[config.mk]
export PLATFORM = sky130hd
export DESIGN_NAME = reg_bus_master
export DESIGN_NICKNAME = d
export VERILOG_FILES = /design/src/rtl/reg_bus_pkg.sv /design/src/rtl/reg_bus_master.sv
export SDC_FILE = /design/constraint.sdc
export NUM_CORES = 1
export LEC_CHECK = 0
export ABC_AREA = 1
export CORE_MARGIN = 2
export CORE_UTILIZATION = 35
export CTS_CLUSTER_SIZE = 40
export DETAILED_ROUTE_END_ITERATION = 8
export GPL_ROUTABILITY_DRIVEN = 0
export PLACE_DENSITY = 0.75
export SLEW_MARGIN = 5
export SYNTH_ARGS = -nofsm -noshare
export SYNTH_HDL_FRONTEND = slang
export SYNTH_SLANG_ARGS = --single-unit
[constraint.sdc]
create_clock -name clk -period 7.65 [get_ports clk]
set_clock_uncertainty 0.1 [all_clocks]
set_input_delay 1.53 -clock clk [delete_from_list [all_inputs] [get_ports clk]]
set_output_delay 1.53 -clock clk [all_outputs]
set_load 0.02 [all_outputs]
[src/rtl/reg_bus_pkg.sv]
// reg_bus_pkg: op encodings, FSM states, illegal-op data pattern and default widths for reg_bus_master
package reg_bus_pkg;
   localparam int DEF_REG_WIDTH     = 32;
   localparam int DEF_ADDR_WIDTH    = 6;
   localparam int DEF_TIMEOUT_WIDTH = 16;
   localparam logic [31:0] BAD_DATA = 32'habadbeef;
   typedef enum logic [1:0] {
      OP_WR   = 2'b00,
      OP_RD   = 2'b01,
      OP_POLL = 2'b10,
      OP_ILL  = 2'b11
   } op_e;
   typedef enum logic [1:0] {
      S_IDLE,
      S_ACCESS,
      S_POLL_WAIT,
      S_RESP
   } state_e;
endpackage

[src/rtl/reg_bus_master.sv]
// reg_bus_master: command-driven register bus master (write/read/poll); poll op enabled by REG_BUS_MASTER_POLL_EN
module reg_bus_master
   import reg_bus_pkg::*;
#(
   parameter int REG_WIDTH     = DEF_REG_WIDTH,
   parameter int ADDR_WIDTH    = DEF_ADDR_WIDTH,
   parameter int TIMEOUT_WIDTH = DEF_TIMEOUT_WIDTH
) (
   input  logic                     clk,
   input  logic                     rst,
   input  logic                     cmd_valid,
   output logic                     cmd_ready,
   input  logic [1:0]               cmd_op,
   input  logic [ADDR_WIDTH-1:0]    cmd_addr,
   input  logic [REG_WIDTH-1:0]     cmd_data,
   input  logic [REG_WIDTH-1:0]     cmd_mask,
   input  logic [TIMEOUT_WIDTH-1:0] timeout_limit,
   output logic                     rsp_valid,
   input  logic                     rsp_ready,
   output logic [REG_WIDTH-1:0]     rsp_data,
   output logic                     rsp_err,
   output logic                     bus_sel,
   output logic                     bus_wr_rd,
   output logic [ADDR_WIDTH-1:0]    bus_addr,
   output logic [REG_WIDTH-1:0]     bus_wdata,
   input  logic [REG_WIDTH-1:0]     bus_rdata,
   output logic                     busy
);
   state_e                r_state, w_next;
   op_e                   r_op;
   logic [ADDR_WIDTH-1:0] r_addr;
   logic [REG_WIDTH-1:0]  r_data, r_rsp_data;
   logic                  r_rsp_err;
   logic                  w_accept, w_illegal, w_done, w_poll_err;

   assign w_accept = r_state == S_IDLE && cmd_valid;

`ifdef REG_BUS_MASTER_POLL_EN
   logic [REG_WIDTH-1:0]     r_mask;
   logic [TIMEOUT_WIDTH-1:0] r_limit, r_cnt, w_cnt_inc, w_limit;
   logic                     w_match;

   assign w_illegal  = cmd_op == OP_ILL;
   assign w_cnt_inc  = &r_cnt ? r_cnt : r_cnt + TIMEOUT_WIDTH'(1);
   assign w_limit    = r_limit == '0 ? TIMEOUT_WIDTH'(1) : r_limit;
   assign w_match    = ((bus_rdata ^ r_data) & r_mask) == '0;
   assign w_done     = r_op != OP_POLL || w_match || w_cnt_inc == w_limit;
   assign w_poll_err = r_op == OP_POLL && !w_match;

   // poll context: mask/limit latched on accept, attempt counter bumped on every bus read
   always_ff @(posedge clk or posedge rst)
      if (rst) begin
         r_mask  <= '0;
         r_limit <= '0;
         r_cnt   <= '0;
      end else if (w_accept) begin
         r_mask  <= cmd_mask;
         r_limit <= timeout_limit;
         r_cnt   <= '0;
      end else if (r_state == S_ACCESS)
         r_cnt <= w_cnt_inc;
`else
   logic w_unused_cfg;

   assign w_illegal    = cmd_op[1];
   assign w_done       = 1'b1;
   assign w_poll_err   = 1'b0;
   assign w_unused_cfg = ^{cmd_mask, timeout_limit};
`endif

   // state register
   always_ff @(posedge clk or posedge rst)
      if (rst) r_state <= S_IDLE;
      else     r_state <= w_next;

   // command latch and response capture; illegal ops get their response at accept time
   always_ff @(posedge clk or posedge rst)
      if (rst) begin
         r_op       <= OP_WR;
         r_addr     <= '0;
         r_data     <= '0;
         r_rsp_data <= '0;
         r_rsp_err  <= 1'b0;
      end else if (w_accept) begin
         r_op       <= op_e'(cmd_op);
         r_addr     <= cmd_addr;
         r_data     <= cmd_data;
         r_rsp_data <= w_illegal ? REG_WIDTH'(BAD_DATA) : '0;
         r_rsp_err  <= w_illegal;
      end else if (r_state == S_ACCESS) begin
         r_rsp_data <= r_op == OP_WR ? '0 : bus_rdata;
         r_rsp_err  <= w_poll_err;
      end

   // next-state and handshake outputs
   always_comb begin
      w_next    = r_state;
      cmd_ready = 1'b0;
      rsp_valid = 1'b0;
      bus_sel   = 1'b0;
      case (r_state)
         S_IDLE: begin
            cmd_ready = 1'b1;
            if (cmd_valid) w_next = w_illegal ? S_RESP : S_ACCESS;
         end
         S_ACCESS: begin
            bus_sel = 1'b1;
            w_next  = w_done ? S_RESP : S_POLL_WAIT;
         end
         S_POLL_WAIT: w_next = S_ACCESS;
         S_RESP: begin
            rsp_valid = 1'b1;
            if (rsp_ready) w_next = S_IDLE;
         end
         default: w_next = S_IDLE;
      endcase
   end

   assign bus_wr_rd = bus_sel && r_op == OP_WR;
   assign bus_addr  = bus_sel ? r_addr : '0;
   assign bus_wdata = bus_wr_rd ? r_data : '0;
   assign busy      = r_state != S_IDLE;
   assign rsp_data  = r_rsp_data;
   assign rsp_err   = r_rsp_err;
endmodule

======== Word level (Yosys, flattened, before mapping) ========
Cells that the tools add are included.
cells by class
  reduce and logical (&&, ||, !) cells .... 7
  equality and inequality tests ........... 5
  muxes and demuxes ....................... 15
operators with widths
  operator            count
  $mux 32             5
  $pmux 2 s4          1
  $mux 2              3
  $mux 6              1
  $mux 1              5
  $eq 2x2->1 const B  2
  $logic_not 2->1     2
  $ne 2x2->1 const B  2
  $reduce_bool 2->1   2
  $eq 2x1->1 const B  1
  $logic_and 1x1->1   2
  $reduce_and 2->1    1
storage, ports and cells
  register bits ........................... 75
  output and inout port bits .............. 76
  word-level logic and storage cells ...... 33

======== Depth between registers and ports, before layout ========
  depth after elaboration ................. 4
  depth in mapped cells ................... 8
  gate-level depth less buffers ........... 7

======== Worst setup path after synthesis ========
Ideal clock, no wire load.
  path kind ............................... reg2out
  start ................................... register r_state[0]
  end ..................................... output port bus_wdata[22]
  arrival ................................. 1177 ps
  path buffers ............................ 1
  stages on the path, launching flop included .. 6
  data required time ...................... 6020 ps
  path slack .............................. 4843 ps
  cells stage by stage .................... dfrtp_1 > inv_1 > nor2_2 > nand2_1 > buf_2 > nor2_1
between the ends
  cells in the longest elaborated chain, start to end .. 4
ends and longest elaborated chain
  element                 RTL line               RTL
  start, declared         reg_bus_master.sv:29   state_e r_state, w_next;
  start signal, assigned  reg_bus_master.sv:74   else r_state <= w_next;
  $eq 2x1->1              reg_bus_master.sv:101  case (r_state)
  $mux 1                  reg_bus_master.sv:101
  $logic_and 1x1->1       reg_bus_master.sv:119  assign bus_wr_rd = bus_sel && r_op == OP_WR;
  $mux 32                 reg_bus_master.sv:121  assign bus_wdata = bus_wr_rd ? r_data : '0;
  end, declared           reg_bus_master.sv:25   output logic [REG_WIDTH-1:0] bus_wdata,
Every way passes these cells.

======== Worst setup path in the final report ========
  start ................................... register r_op[1]
  end ..................................... output port bus_wdata[25]
between the ends
  cells in the longest elaborated chain, start to end .. 3
ends and longest elaborated chain
  element                 RTL line               RTL
  start, declared         reg_bus_master.sv:30   op_e r_op;
  start signal, assigned  reg_bus_master.sv:85   r_op <= op_e'(cmd_op);
  $logic_not 2->1         reg_bus_master.sv:119
  $logic_and 1x1->1       reg_bus_master.sv:119
  $mux 32                 reg_bus_master.sv:121
Every way passes these cells.

==> run_results.csv <==
group,metric,value,unit
run_status,run_status,"complete, no violations",
routing,avgViaCountPerCell,4.35,
min_path,whs_path_depth,2,
sta,min_period,5.01,ns
floorplanning,pin_count,200,
synth,synth_top_cell_area_share,0.532,
clock_network,cts_inserted_buffers,9,
clock_network,worstSkewPairLatency,0.33,ns
synth,synth-seq-cells,75,
synth,synth_nets,592,
sta,final-setup-viol-count,0,
setup_path,crit_slowest_cell,"nand2_1",
setup_path,cp-end-kind,"output pin",
routing,ant_nets,0,
routing,vias,3244,
setup_path,critical-path-max-stage-delay,0.90,ns
synth,synth_most_common_cell,"nand2_1",
setup_path,cp.required,6.02,ns
setup_path,reg2reg_to,"r_addr[1]",
routing,drtIter0Drc,125,
setup_path,reg2reg_slack,5.41,ns
sta,finalCritPeriodShare,0.656,
sta,whs,0.381,ns
setup_path,cp_data_arrival_time,3.38,ns
synth,synthTopCellsByCount,"182 x nand2_1, 75 x dfrtp_1, 67 x inv_1",
floorplanning,core,9770,um2
setup_path,r2r_start,"r_state[1]",
clock_network,cts_root_buf,"clkbuf_8",
clock_network,cts_sinks,75,
clock_network,clk_pin_slew_worst_paths,0.08,ns
synth,yosysTopAreaCell,"dfrtp_1",
setup_path,setup.worst_path.start_class,"flip-flop",
setup_path,critical_path_class,"flip-flop to output pin",
min_path,hp-class,"flip-flop to flip-flop",
synth,synth.avg_cell_area,7.53,um2
global_route,grt_pass1_vias,3117,
setup_path,crit_start,"r_op[1]",
floorplanning,die_area,10900,um2
setup_path,critPathBufInv,1,
placement,io_buffers,151,
power_and_ir_drop,ir_drop,0.000141,V
sta,max_freq,0.199,GHz
clock_network,ctsResizeCount,0,
global_route,grt_start_max_net_pins,78,
final_layout,stdcell_area,5310,um2
clock_network,clockBufferDepth,2,
placement,dp_hpwl,6.19,mm
sta,slew_headroom,0.236,
placement,place_area,5050,um2
synth,synth_area,3520,um2
global_route,grt_overflow_total,0,
synth,yosysWarnings,0,
setup_path,rr_worst_depth,4,
routing,wl,8.96,mm
synth,async_flop_share,1.00,
power_and_ir_drop,total_power,2.00,mW
routing,wl_per_cell,12.0,um
setup_path,path_cells,"nor2_2, nand2_1, nor2_1, clkdlybuf4s50_1",
final_layout,utilization,0.544,
clock_network,h-tree-depth,3,
power_and_ir_drop,cellPowerDensity,377,nW/um2
sta,rsz0062_at_grt,"false",
synth,netlist_instances,468,
final_layout,layout-drive-gt1-share,0.0473,
sta,fin_setup_tns,0,ns
final_layout,syn_to_final_growth,50.7,%
routing,first_pass_iters,4,
final_layout,nFillCells,942,
sta,finalMaxSlewViolations,0,
min_path,min_to,"rsp_data[30]",
synth,ys_seq_area_frac,0.532,
global_route,antenna_found_initial,0,
floorplanning,die_w,104,um
setup_path,cp_max_fo,33,
synth,synth_cell_types,17,
clock_network,cts_hold_buf,0,
synth,synthTopCellsByArea,"dfrtp_1 53%, nand2_1 19%, inv_1 7.1%",
sta,tightest_slew,1.15,ns
synth,synth-edff-count,0,
sta,hold_viol,0,
final_layout,nNetsFinal,732,
routing,drc,0,
final_layout,diodes,0,
global_route,grt_pass1_wl,15.1,mm
power_and_ir_drop,total_leakage_power,2.70,nW
flow_run,drv_cap,0,
floorplanning,die_h,104,um
clock_network,post_cts_buffers,0,
setup_path,crit_family,"simple AND/OR/NAND/NOR gates",
global_route,grtUsageTotal,0.170,
floorplanning,num_rows,36,
min_path,min-delay-start,"rsp_data[30]",
synth,synth_ff_type,"dfrtp_1",
floorplanning,start_util,0.361,
clock_network,cts_tree,"built",
## state kept, by name, summed over array words and instances, names as in the netlist
name      flops
r_addr        6
r_op          2
rsp_err       1
r_data       32
rsp_data     32
r_state       2
## where the power goes
part | total (mW) | switching (mW) | internal (mW) | leakage [nW]
Combinational | 0.978 | 0.583 | 0.395 | 1.62
Sequential | 0.642 | 0.0717 | 0.570 | 0.939
Clock | 0.383 | 0.140 | 0.243 | 0.133
Total | 2.00 | 0.795 | 1.21 | 2.70
## placed cells by master, fill, tap and decap left out
master           netlist  layout
o21ai_0                8       8
dfrtp_1               75      75
nand3_2                1       1
clkinv_2               0       2
nor2_1                61      61
buf_4                  0       1
bufinv_16              0       3
o21ai_1               31      31
nor2_4                 1       1
a21oi_1                1       1
clkbuf_8               0      12
a31o_2                 1       1
inv_2                  4       4
nand2_4                2       2
nand3_1                9       9
inv_1                 67      66
nor2_2                 2       2
nand2_1              182     182
clkdlybuf4s50_1        0     151
## per-layer routing
metal	up-vias	part of all wire	track usage
met5	-	0	0
met4	0	0.013	0.0386
met3	9	0.076	0.0627
met2	106	0.46	0.268
met1	1478	0.45	0.224
li1	1651	-	-
## layout make-up
cell class,count,area (um2),share of cell area
clock buffer,12,165,0.0311
clock inverter,4,95.1,0.0179
inverter,71,268,0.0504
multi-input combinational,299,1220,0.230
sequential,75,1880,0.353
tap,133,166,0.0313
timing repair buffer,152,1520,0.286
## cells by family after synthesis
group,Yosys count,synth area share
compound gates,41,0.0593
flops,75,0.532
simple gates,258,0.288
buf+inv,94,0.121
## how the worst max path moves through the flow
| stage | end | slack, ns | depth (start not counted) |
|---|---|---|---|
| final | bus_wdata[25] | 2.64 | 4 |
| after global routing | bus_wdata[18] | 2.33 | 4 |
| after CTS | bus_wdata[25] | 2.55 | 4 |
| after detailed placement | bus_wdata[25] | 2.92 | 4 |
| after global placement | bus_wdata[4] | 3.02 | 4 |
| after floorplan | r_addr[0] | 4.11 | 1 |
## worst register-to-register path, cell delays in order (launching register included)
cell	delay (ns)
dfrtp_1	0.45
nor2_4	0.16
nand2_4	0.22
inv_2	0.88
o21ai_0	0.26
## stage by stage
stage | worst slack (ns) | cells
2_1_floorplan | 4.11 | 468
3_3_place_gp | 3.02 | 730
4_1_cts | 2.55 | 746
5_1_grt | 2.33 | 746
6_report | 2.64 | 746
3_5_place_dp | 2.92 | 730
Note: power is estimated with default switching activity, not from simulation.
